### config.mk
export PLATFORM = sky130hd
export DESIGN_NAME = codeur_iq
export DESIGN_NICKNAME = d
export VERILOG_FILES = /design/src/rtl/codeur_iq_pkg.sv /design/src/rtl/half_sine_lut.sv /design/src/rtl/codeur_iq.sv
export SDC_FILE = /design/constraint.sdc
export NUM_CORES = 1
export LEC_CHECK = 0
export BUFFER_PORTS_ARGS = -buffer_cell sky130_fd_sc_hd__buf_4
export CORE_MARGIN = 3
export CORE_UTILIZATION = 62
export CTS_CLUSTER_DIAMETER = 100
export DETAILED_ROUTE_END_ITERATION = 7
export HOLD_SLACK_MARGIN = 0.06
export PLACE_DENSITY = 0.95
export SLEW_MARGIN = 20
export SYNTH_ARGS = -nofsm -noshare
export SYNTH_HDL_FRONTEND = slang
export SYNTH_HIERARCHICAL = 1
export SYNTH_SLANG_ARGS = --single-unit
### constraint.sdc
create_clock -name clk -period 8.8 [get_ports clk]
set_clock_uncertainty 0.1 [all_clocks]
set_input_delay 0 -clock clk [delete_from_list [all_inputs] [get_ports clk]]
set_output_delay 0 -clock clk [all_outputs]
set_load 0.1 [all_outputs]
### src/rtl/codeur_iq_pkg.sv
// Shared constants and types for the O-QPSK half-sine baseband modulator.
package codeur_iq_pkg;

  localparam int CHIP_CYCLES = 25;
  localparam int AMPLITUDE   = 7;
  localparam int LUT_DEPTH   = CHIP_CYCLES + 1;
  localparam int MAG_W       = $clog2(AMPLITUDE + 1);

  typedef logic signed [3:0] sample_t;
  typedef logic [4:0]        phase_t;
  typedef logic [MAG_W-1:0]  mag_t;

  typedef enum logic {
    PAR_EVEN = 1'b0,
    PAR_ODD  = 1'b1
  } parity_e;

  localparam phase_t K_LAST = phase_t'(CHIP_CYCLES - 1);
  localparam phase_t K_SPAN = phase_t'(CHIP_CYCLES);

  // round(7*sin(pi*n/50)), n = 0..25: a quarter sine spanning one chip period
  localparam mag_t HALF_SINE_LUT [LUT_DEPTH] = '{
    3'd0, 3'd0, 3'd1, 3'd1, 3'd2, 3'd2, 3'd3, 3'd3, 3'd3, 3'd4,
    3'd4, 3'd4, 3'd5, 3'd5, 3'd5, 3'd6, 3'd6, 3'd6, 3'd6, 3'd7,
    3'd7, 3'd7, 3'd7, 3'd7, 3'd7, 3'd7
  };

endpackage

### src/rtl/half_sine_lut.sv
// Combinational half-sine magnitude lookup, phase index -> 3-bit magnitude.
module half_sine_lut
  import codeur_iq_pkg::*;
(
  input  phase_t n,
  output mag_t   mag
);

  always_comb begin
    mag = '0;
    if (int'(n) < LUT_DEPTH) mag = HALF_SINE_LUT[n];
  end

endmodule

### src/rtl/codeur_iq.sv
// Offset-QPSK half-sine modulator: one chip per 25 clocks, signed 4-bit I/Q
// samples every clock, with differential sign update at chip boundaries.
module codeur_iq
  import codeur_iq_pkg::*;
(
  input  logic    clk,
  input  logic    resetn,
  input  logic    b_in,
  input  logic    en_2MHz,
  input  logic    mem_state,
  input  logic    dac_ready,
  output sample_t IBB,
  output sample_t QBB,
  output logic    ready
);

  function automatic sample_t apply_sign(input mag_t mag, input logic pos);
    sample_t m;
    m = sample_t'({1'b0, mag});
    return pos ? m : -m;
  endfunction

  phase_t  k_q, k_d;
  parity_e par_q, par_d;
  logic    first_q, first_d;
  logic    si_q, si_d;
  logic    sq_q, sq_d;
  logic    prev_q, prev_d;
  logic    en_prev_q;
  sample_t ibb_q, ibb_d;
  sample_t qbb_q, qbb_d;
  logic    ready_q, ready_d;

  logic    active;
  logic    en_edge;
  logic    k_wrap;
  logic    chip;
  logic    bound;
  phase_t  cos_n;
  mag_t    sin_mag;
  mag_t    cos_mag;

  assign active  = mem_state & dac_ready;
  assign en_edge = en_2MHz & ~en_prev_q;
  assign k_wrap  = (k_q == K_LAST);

  // Phase counter and chip boundary: signs, parity and previous chip
  always_comb begin
    k_d     = k_q;
    first_d = first_q;
    par_d   = par_q;
    si_d    = si_q;
    sq_d    = sq_q;
    prev_d  = prev_q;
    chip    = prev_q;
    bound   = 1'b0;
    if (!active) begin
      k_d     = '0;
      first_d = 1'b1;
      par_d   = PAR_EVEN;
      si_d    = 1'b1;
      sq_d    = 1'b1;
      prev_d  = 1'b0;
    end else begin
      chip  = en_edge ? b_in : prev_q;
      // Before the first real chip, a wrap carries no chip to reuse
      bound = en_edge | (k_wrap & ~first_q);
      k_d   = (en_edge | k_wrap) ? '0 : k_q + 5'd1;
      if (bound) begin
        prev_d = chip;
        if (first_q) begin
          first_d = 1'b0;
          par_d   = PAR_EVEN;
          si_d    = chip;
          sq_d    = 1'b1;
        end else if (par_q == PAR_EVEN) begin
          par_d = PAR_ODD;
          si_d  = ~(prev_q ^ chip ^ si_q);
        end else begin
          par_d = PAR_EVEN;
          sq_d  = ~(prev_q ^ chip ^ sq_q);
        end
      end
    end
  end

  assign cos_n = K_SPAN - k_d;

  half_sine_lut u_sin_lut (
    .n   (k_d),
    .mag (sin_mag)
  );

  half_sine_lut u_cos_lut (
    .n   (cos_n),
    .mag (cos_mag)
  );

  // Envelope selection by parity and sign application
  always_comb begin
    ibb_d   = '0;
    qbb_d   = '0;
    ready_d = active;
    if (active) begin
      if (par_d == PAR_ODD) begin
        ibb_d = apply_sign(sin_mag, si_d);
        qbb_d = apply_sign(cos_mag, sq_d);
      end else begin
        ibb_d = apply_sign(cos_mag, si_d);
        qbb_d = apply_sign(sin_mag, sq_d);
      end
    end
  end

  always_ff @(posedge clk or negedge resetn) begin
    if (!resetn) begin
      k_q       <= '0;
      par_q     <= PAR_EVEN;
      first_q   <= 1'b1;
      si_q      <= 1'b1;
      sq_q      <= 1'b1;
      prev_q    <= 1'b0;
      en_prev_q <= 1'b0;
      ibb_q     <= '0;
      qbb_q     <= '0;
      ready_q   <= 1'b0;
    end else begin
      k_q       <= k_d;
      par_q     <= par_d;
      first_q   <= first_d;
      si_q      <= si_d;
      sq_q      <= sq_d;
      prev_q    <= prev_d;
      en_prev_q <= en_2MHz;
      ibb_q     <= ibb_d;
      qbb_q     <= qbb_d;
      ready_q   <= ready_d;
    end
  end

  assign IBB   = ibb_q;
  assign QBB   = qbb_q;
  assign ready = ready_q;

endmodule

==> impl_metrics.env, run 1 <==
export IMPL_status="complete, no violations"
export IMPL_antenna_found_initial=0
export IMPL_postCtsSetupBuffers=0
export IMPL_synthArstFlopShare_pct=100
export IMPL_rsz0062_at_grt="false"
export IMPL_core_um2=2060
export IMPL_viasPerCell=6.43
export IMPL_cts_buffer_depth=2
export IMPL_htree_levels=1
export IMPL_firstDrtPassIters=4
export IMPL_yosys_area_share_simple_pct=17.5
export IMPL_seqCellArea_um2=504
export IMPL_cap_viol_max_count=0
export IMPL_cp_start_kind="flop"
export IMPL_tightest_slew_ns=0.849
export IMPL_syn_inst=152
export IMPL_instances_no_fill=196
export IMPL_finalCriticalPeriod_ns=4.18
export IMPL_fp_row_count=16
export IMPL_grt_overflow=0
export IMPL_combPwrFrac_pct=21.3
export IMPL_synthFlopType="dfrtp_1"
export IMPL_cp_data_required_time_ns=8.94
export IMPL_grt_pass1_wl_um=5530
export IMPL_multi_input_area_um2=832
export IMPL_critical_path_slowest_cell="nor2_1"
export IMPL_synth_seq_cells=20
export IMPL_dp_slack_ns=4.77
export IMPL_clkPwrFrac_pct=25.9
export IMPL_drive_gt1_share_pct=19.5
export IMPL_ys_seq_area_share_pct=35.6
export IMPL_largest_register_ffs=5
export IMPL_finalWorstSetupSlack_ns=4.62
export IMPL_synth_top_family_by_area="compound AO/OA/AOI/OAI gates"
export IMPL_fmax_mhz=239
export IMPL_syn_area_per_cell_um2=9.33
export IMPL_vias=1260
export IMPL_start_util_pct=68.8
export IMPL_switching_share_pct=32.2
export IMPL_die_area_um2=2900
export IMPL_crit_fanout=13
export IMPL_end_kind="flop"
export IMPL_root_buffer="clkbuf_4"
export IMPL_synth_xor_area_share_pct=6.80
export IMPL_dp_cells=188
export IMPL_crit_type="reg2reg"
export IMPL_powerDensity_nw_per_um2=115
export IMPL_p_leak_nw=0.742
export IMPL_syn_nets=163
export IMPL_wl_per_cell_um=17.4
export IMPL_n_antenna_cell=0
export IMPL_synth_fa_ha_area_share_pct=4.41
export IMPL_die_w_um=53.8
export IMPL_grt_max_degree=18
export IMPL_maxSlewViolCount=0
export IMPL_hold_path_class="in2async"
export IMPL_fillers=126
export IMPL_final_setup_tns_ns=0
export IMPL_whs_ns=0.0762
export IMPL_hpwl_um=2450
export IMPL_numCtsBuffers=3
export IMPL_period_share_pct=47.5
export IMPL_clk_pin_slew_ns=0.12
export IMPL_hold_viol=0
export IMPL_cp_common_cell="nor2_1"
export IMPL_clock_sinks=20
export IMPL_syn_to_final_growth_pct=12.7
export IMPL_r2r_start="k_q[0]$_DFF_PN0_"
export IMPL_cp_cell_sequence="inv_1 -> ha_1 -> and4b_1 -> nor2_1 -> nand2_1 -> nor2_1 -> o21ai_0 -> mux2i_1 -> nor3_1 -> o21ai_1 -> o311a_1 -> inv_1 -> ha_1 -> nor2_1 -> xor2_1 -> o2bb2ai_1"
export IMPL_boundaryPins=15
export IMPL_final_setup_viol_count=0
export IMPL_internal_power_mw=0.124
export IMPL_place_gp_congestion=0.837
export IMPL_cts_tree="yes"
export IMPL_portBuffers=14
export IMPL_crit_buf_inv=2
export IMPL_ys_types=45
export IMPL_synth_edff_count=0
export IMPL_p_seq_share_pct=52.7
export IMPL_worstSkewPairLatency_ns=0.31
export IMPL_postRouteAntennaNets=0
export IMPL_synth_compound_area_share_pct=27.1
export IMPL_drt_iter0_markers=45
export IMPL_yosys_warnings=6
export IMPL_slowest_delay_ns=0.59
export IMPL_grt_use_total_pct=26.7
export IMPL_die_y_um=53.8
export IMPL_maxSlewHeadroom_pct=43.2
export IMPL_power_switching_mw=0.0589
export IMPL_ir_drop_v=0.0000787
export IMPL_final_nets=181
export IMPL_synthMuxAreaShare_pct=2.91
export IMPL_cp_top_family="simple AND/OR/NAND/NOR gates"
export IMPL_syn_area_um2=1420
export IMPL_drt_total_wl_um=3410
export IMPL_post_route_drc_count=0
export IMPL_crit_start="k_q[0]$_DFF_PN0_"
export IMPL_first_global_vias=1188
export IMPL_regMostFlops="k_q"
export IMPL_crit_arrival_ns=4.32
==> worst register-to-register path, stage by stage (launching register included) <==
cell       delay (ns)
dfrtp_1          0.40
inv_1            0.07
ha_1             0.22
and4b_1          0.20
nor2_1           0.23
nand2_1          0.13
nor2_1           0.59
o21ai_0          0.25
mux2i_1          0.59
nor3_1           0.10
o21ai_1          0.20
o311a_1          0.25
inv_1            0.08
ha_1             0.22
nor2_1           0.18
xor2_1           0.18
o2bb2ai_1        0.14
==> per-stage QoR <==
step / utilization (%) / cell area, um2 / total power, mW
global placement: 74.3 / 1530 / 0.133
finish: 77.5 / 1600 / 0.183
detailed placement: 74.3 / 1530 / 0.135
floorplan: - / 1420 / 0.124
CTS: 77.5 / 1600 / 0.182
global route: 77.5 / 1600 / 0.189
==> power by group through the flow <==
stage          sequential (mW)  clock [mW]  combinational [mW]
2_1_floorplan            0.109           0              0.0153
3_3_place_gp            0.0980           0              0.0353
3_5_place_dp            0.0982           0              0.0368
4_1_cts                 0.0965      0.0469              0.0387
5_1_grt                 0.0969      0.0500              0.0420
6_report                0.0966      0.0475              0.0390
==> cell type report <==
type / count / area share (%)
well taps: 27 / 2.11
inverters: 15 / 3.52
clock buffers: 4 / 1.64
flip-flops and latches: 20 / 31.6
repair buffers: 18 / 9.08
multi-input cells: 112 / 52.1
==> Yosys cell counts, drive strengths merged (2+ instances only) <==
library cell	instances	share of area, %
a211oi	5	2.6
a21o	2	1.1
a21oi	4	1.4
a22o	2	1.2
a31oi	5	2.6
and2	2	0.88
buf	5	1.8
dfrtp	17	30
dfstp	3	5.6
ha	5	4.4
inv	15	4.0
mux2i	3	2.1
nand2	13	3.4
nand2b	4	1.8
nand3	3	1.1
nand3b	2	1.1
nor2	7	1.9
nor2b	4	1.8
nor3	6	2.1
o2111ai	2	1.7
o211ai	2	1.1
o21a	2	1.1
o21ai	7	2.5
o2bb2ai	2	1.2
o311a	2	1.4
o31a	2	1.4
o31ai	4	2.8
xnor2	4	2.5
xor2	7	4.3
==> cell families after synthesis <==
logic type,Yosys count
and+or+nand+nor,47
AOI/OAI and AO/OA,45
buffers and inverters,20
DFF,20
xor gates and xnor gates,11
adders and majority gates,5
muxes,4
==> routing by layer <==
layer | vias up | wire length, um | GRT usage [%]
li1 | 589 | - | -
met1 | 602 | 1340 | 31.1
met2 | 58 | 1780 | 49.6
met3 | 11 | 188 | 2.22
met4 | 0 | 104 | 11.1
met5 | - | 0 | 0
==> final timing paths <==
kind | end | slack [ns] | cells past startpoint
hold reg to reg | prev_q$_DFFE_PN0P_ | 0.50 | 2
min in group clk | prev_q$_DFFE_PN0P_ | 0.08 | 3
setup reg to reg | QBB[2]$_DFF_PN0_ | 4.62 | 16
max in group asynchronous | k_q[4]$_DFF_PN0_ | 7.28 | 3
setup / recovery | QBB[2]$_DFF_PN0_ | 4.62 | 16
hold / removal | si_q$_DFF_PN1_ | 0.08 | 2
==> repair_timing <==
action	in CTS	in global routing
gates resized for setup	0	0
endpoints found under the hold margin	23	0
hold buffers	4	0
==> cell usage in the layout (no fill, tap or decap), drive strengths merged, types with 5 or more instances in the layout <==
cell type,n
a211oi,5
a31oi,5
buf,14
dfrtp,17
ha,5
inv,15
nand2,13
nor2,7
nor3,6
o21ai,7
xor2,7
Power figures use the tool's default switching activity.
==> run 2, diff against run 1 <==
--- a/config.mk
+++ b/config.mk
@@ -7,11 +7,11 @@
 export LEC_CHECK = 0
 export BUFFER_PORTS_ARGS = -buffer_cell sky130_fd_sc_hd__buf_4
 export CORE_MARGIN = 3
-export CORE_UTILIZATION = 62
+export CORE_UTILIZATION = 52
 export CTS_CLUSTER_DIAMETER = 100
 export DETAILED_ROUTE_END_ITERATION = 7
 export HOLD_SLACK_MARGIN = 0.06
-export PLACE_DENSITY = 0.95
+export PLACE_DENSITY = 0.87
 export SLEW_MARGIN = 20
 export SYNTH_ARGS = -nofsm -noshare
 export SYNTH_HDL_FRONTEND = slang
==> constraint.sdc (replaced) <==
create_clock -name clk -period 3.7 [get_ports clk]
set_clock_uncertainty 0.1 [all_clocks]
set_input_delay 0 -clock clk [delete_from_list [all_inputs] [get_ports clk]]
set_output_delay 0 -clock clk [all_outputs]
set_load 0.1 [all_outputs]
==> impl_metrics.env, run 2 (same netlist as run 1, synthesis figures left out) <==
export IMPL_grt_overflow=0
export IMPL_dp_slack_ns=0.298
export IMPL_die_y_um=58.2
export IMPL_maxSlewViolCount=0
export IMPL_cap_viol_max_count=0
export IMPL_grt_use_total_pct=18.7
export IMPL_postRouteAntennaNets=0
export IMPL_slowest_delay_ns=0.40
export IMPL_end_kind="flop"
export IMPL_die_area_um2=3390
export IMPL_wl_per_cell_um=14.8
export IMPL_cts_buffer_depth=2
export IMPL_firstDrtPassIters=6
export IMPL_cts_tree="yes"
export IMPL_cp_start_kind="flop"
export IMPL_hpwl_um=2280
export IMPL_hold_path_class="in2async"
export IMPL_crit_fanout=13
export IMPL_cp_data_required_time_ns=3.81
export IMPL_power_mw=0.502
export IMPL_place_gp_congestion=0.829
export IMPL_htree_levels=1
export IMPL_grt_pass1_wl_um=4970
export IMPL_fp_row_count=18
export IMPL_switching_share_pct=27.8
export IMPL_finalCriticalPeriod_ns=3.35
export IMPL_clkPwrFrac_pct=36.2
export IMPL_layout_common_cells="buf_4 (18), dfrtp_1 (17), inv_1 (13), nand2_1 (13), xor2_1 (7)"
export IMPL_numCtsBuffers=3
export IMPL_portBuffers=14
export IMPL_grt_max_degree=18
export IMPL_start_util_pct=55.7
export IMPL_die_w_um=58.2
export IMPL_drive_gt1_share_pct=22.5
export IMPL_regMostFlops="k_q"
export IMPL_first_global_vias=1122
export IMPL_vias=1185
export IMPL_p_leak_nw=0.775
export IMPL_clock_sinks=20
export IMPL_finalWorstSetupSlack_ns=0.353
export IMPL_p_seq_share_pct=45.7
export IMPL_powerDensity_nw_per_um2=302
export IMPL_drt_total_wl_um=3000
export IMPL_drt_iter0_markers=39
export IMPL_largest_register_ffs=5
export IMPL_final_setup_tns_ns=0
export IMPL_clk_pin_slew_ns=0.12
export IMPL_tightest_slew_ns=0.851
export IMPL_period_share_pct=90.4
export IMPL_layout_commonest_cell="buf_4"
export IMPL_boundaryPins=15
export IMPL_viasPerCell=5.84
export IMPL_root_buffer="clkbuf_4"
export IMPL_rsz0062_at_grt="false"
export IMPL_hold_viol=0
export IMPL_dp_cells=195
export IMPL_core_um2=2540
export IMPL_final_nets=185
export IMPL_antenna_found_initial=0
export IMPL_cp_cell_sequence="inv_1 -> ha_1 -> and4b_1 -> nor2_2 -> nand2_1 -> nor2_1 -> buf_4 -> o21ai_0 -> mux2i_1 -> buf_4 -> nor3_1 -> a31oi_1 -> o311a_1 -> inv_1 -> ha_1 -> mux2i_1 -> a211oi_1"
export IMPL_internal_power_mw=0.363
export IMPL_post_route_drc_count=0
export IMPL_instances_no_fill=203
export IMPL_ir_drop_v=0.000217
export IMPL_maxSlewHeadroom_pct=43.1
export IMPL_n_antenna_cell=0
export IMPL_fillers=204
export IMPL_final_setup_viol_count=0
export IMPL_final_util_pct=65.2
export IMPL_combPwrFrac_pct=18.1
export IMPL_syn_to_final_growth_pct=17.1
export IMPL_status="complete, no violations"
export IMPL_worstSkewPairLatency_ns=0.30
export IMPL_crit_type="reg2reg"
export IMPL_fmax_mhz=299
export IMPL_crit_arrival_ns=3.46
export IMPL_critical_path_slowest_cell="dfrtp_1"
export IMPL_power_switching_mw=0.139
## run 2: cell count changes in the layout (fill, tap and decap cells not counted), sizes merged
cell / before / now
bufinv: 0 / 1
buf: 14 / 18
clkbuf: 4 / 3
## run 2: repair_timing
action                                  4_1_cts  5_1_grt
endpoints found under the hold margin        23        0
endpoints found under the setup margin        0        1
setup buffers                                 0        0
hold buffers                                  4        0
resized for setup                             0        1
## run 2: final timing paths
| check | start | end | slack [ns] | cells after the start |
|---|---|---|---|---|
| setup / recovery | k_q[0]$_DFF_PN0_ | IBB[1]$_DFF_PN0_ | 0.35 | 17 |
| hold / removal | resetn | sq_q$_DFF_PN1_ | 0.08 | 2 |
| setup reg to reg | k_q[0]$_DFF_PN0_ | IBB[1]$_DFF_PN0_ | 0.35 | 17 |
| hold reg to reg | prev_q$_DFFE_PN0P_ | prev_q$_DFFE_PN0P_ | 0.49 | 2 |
| max in group asynchronous | resetn | prev_q$_DFFE_PN0P_ | 2.24 | 3 |
| min in group clk | dac_ready | prev_q$_DFFE_PN0P_ | 0.12 | 3 |
## run 2: layout make-up
cell class / instances / area, um2 / area share, %
multi-input cells: 112 / 835 / 50.3
flip-flops and latches: 20 / 504 / 30.4
inverters: 15 / 56.3 / 3.39
clock buffers: 3 / 22.5 / 1.36
clock inverters: 1 / 30.0 / 1.81
well taps: 30 / 37.5 / 2.26
repair buffers: 22 / 175 / 10.6
## run 2: power groups by stage
stage / Combinational, mW / Sequential (mW) / Clock (mW)
2_1_floorplan: 0.0363 / 0.260 / 0
3_3_place_gp: 0.0849 / 0.233 / 0
3_5_place_dp: 0.0873 / 0.233 / 0
4_1_cts: 0.0908 / 0.229 / 0.183
5_1_grt: 0.0986 / 0.230 / 0.190
6_report: 0.0908 / 0.229 / 0.182
## run 2: critical path, delay by kind of cell, from the launching register on
family	cells	cell delay (ns)
AND/OR/NAND/NOR	5	0.64
AO/OA/AOI/OAI	4	0.82
buffers and inverters	4	0.53
flip-flops	1	0.40
adder cells (fa/ha/maj)	2	0.50
multiplexers	2	0.28
## run 2: routing by layer
metal  up-vias  part of all wire, %  global-route usage, %
li1        589                    -                      -
met1       562                   46                   25.9
met2        30                   47                   31.1
met3         4                  4.7                   2.00
met4         0                  1.4                   4.97
met5         -                    0                      0
## run 2: per-stage QoR
stage / area (um2) / hold WS [ns]
floorplan: 1420 / -0.396
global placement: 1570 / -0.215
detailed placement: 1570 / -0.207
CTS: 1660 / 0.0764
global route: 1660 / 0.0687
finish: 1660 / 0.0760
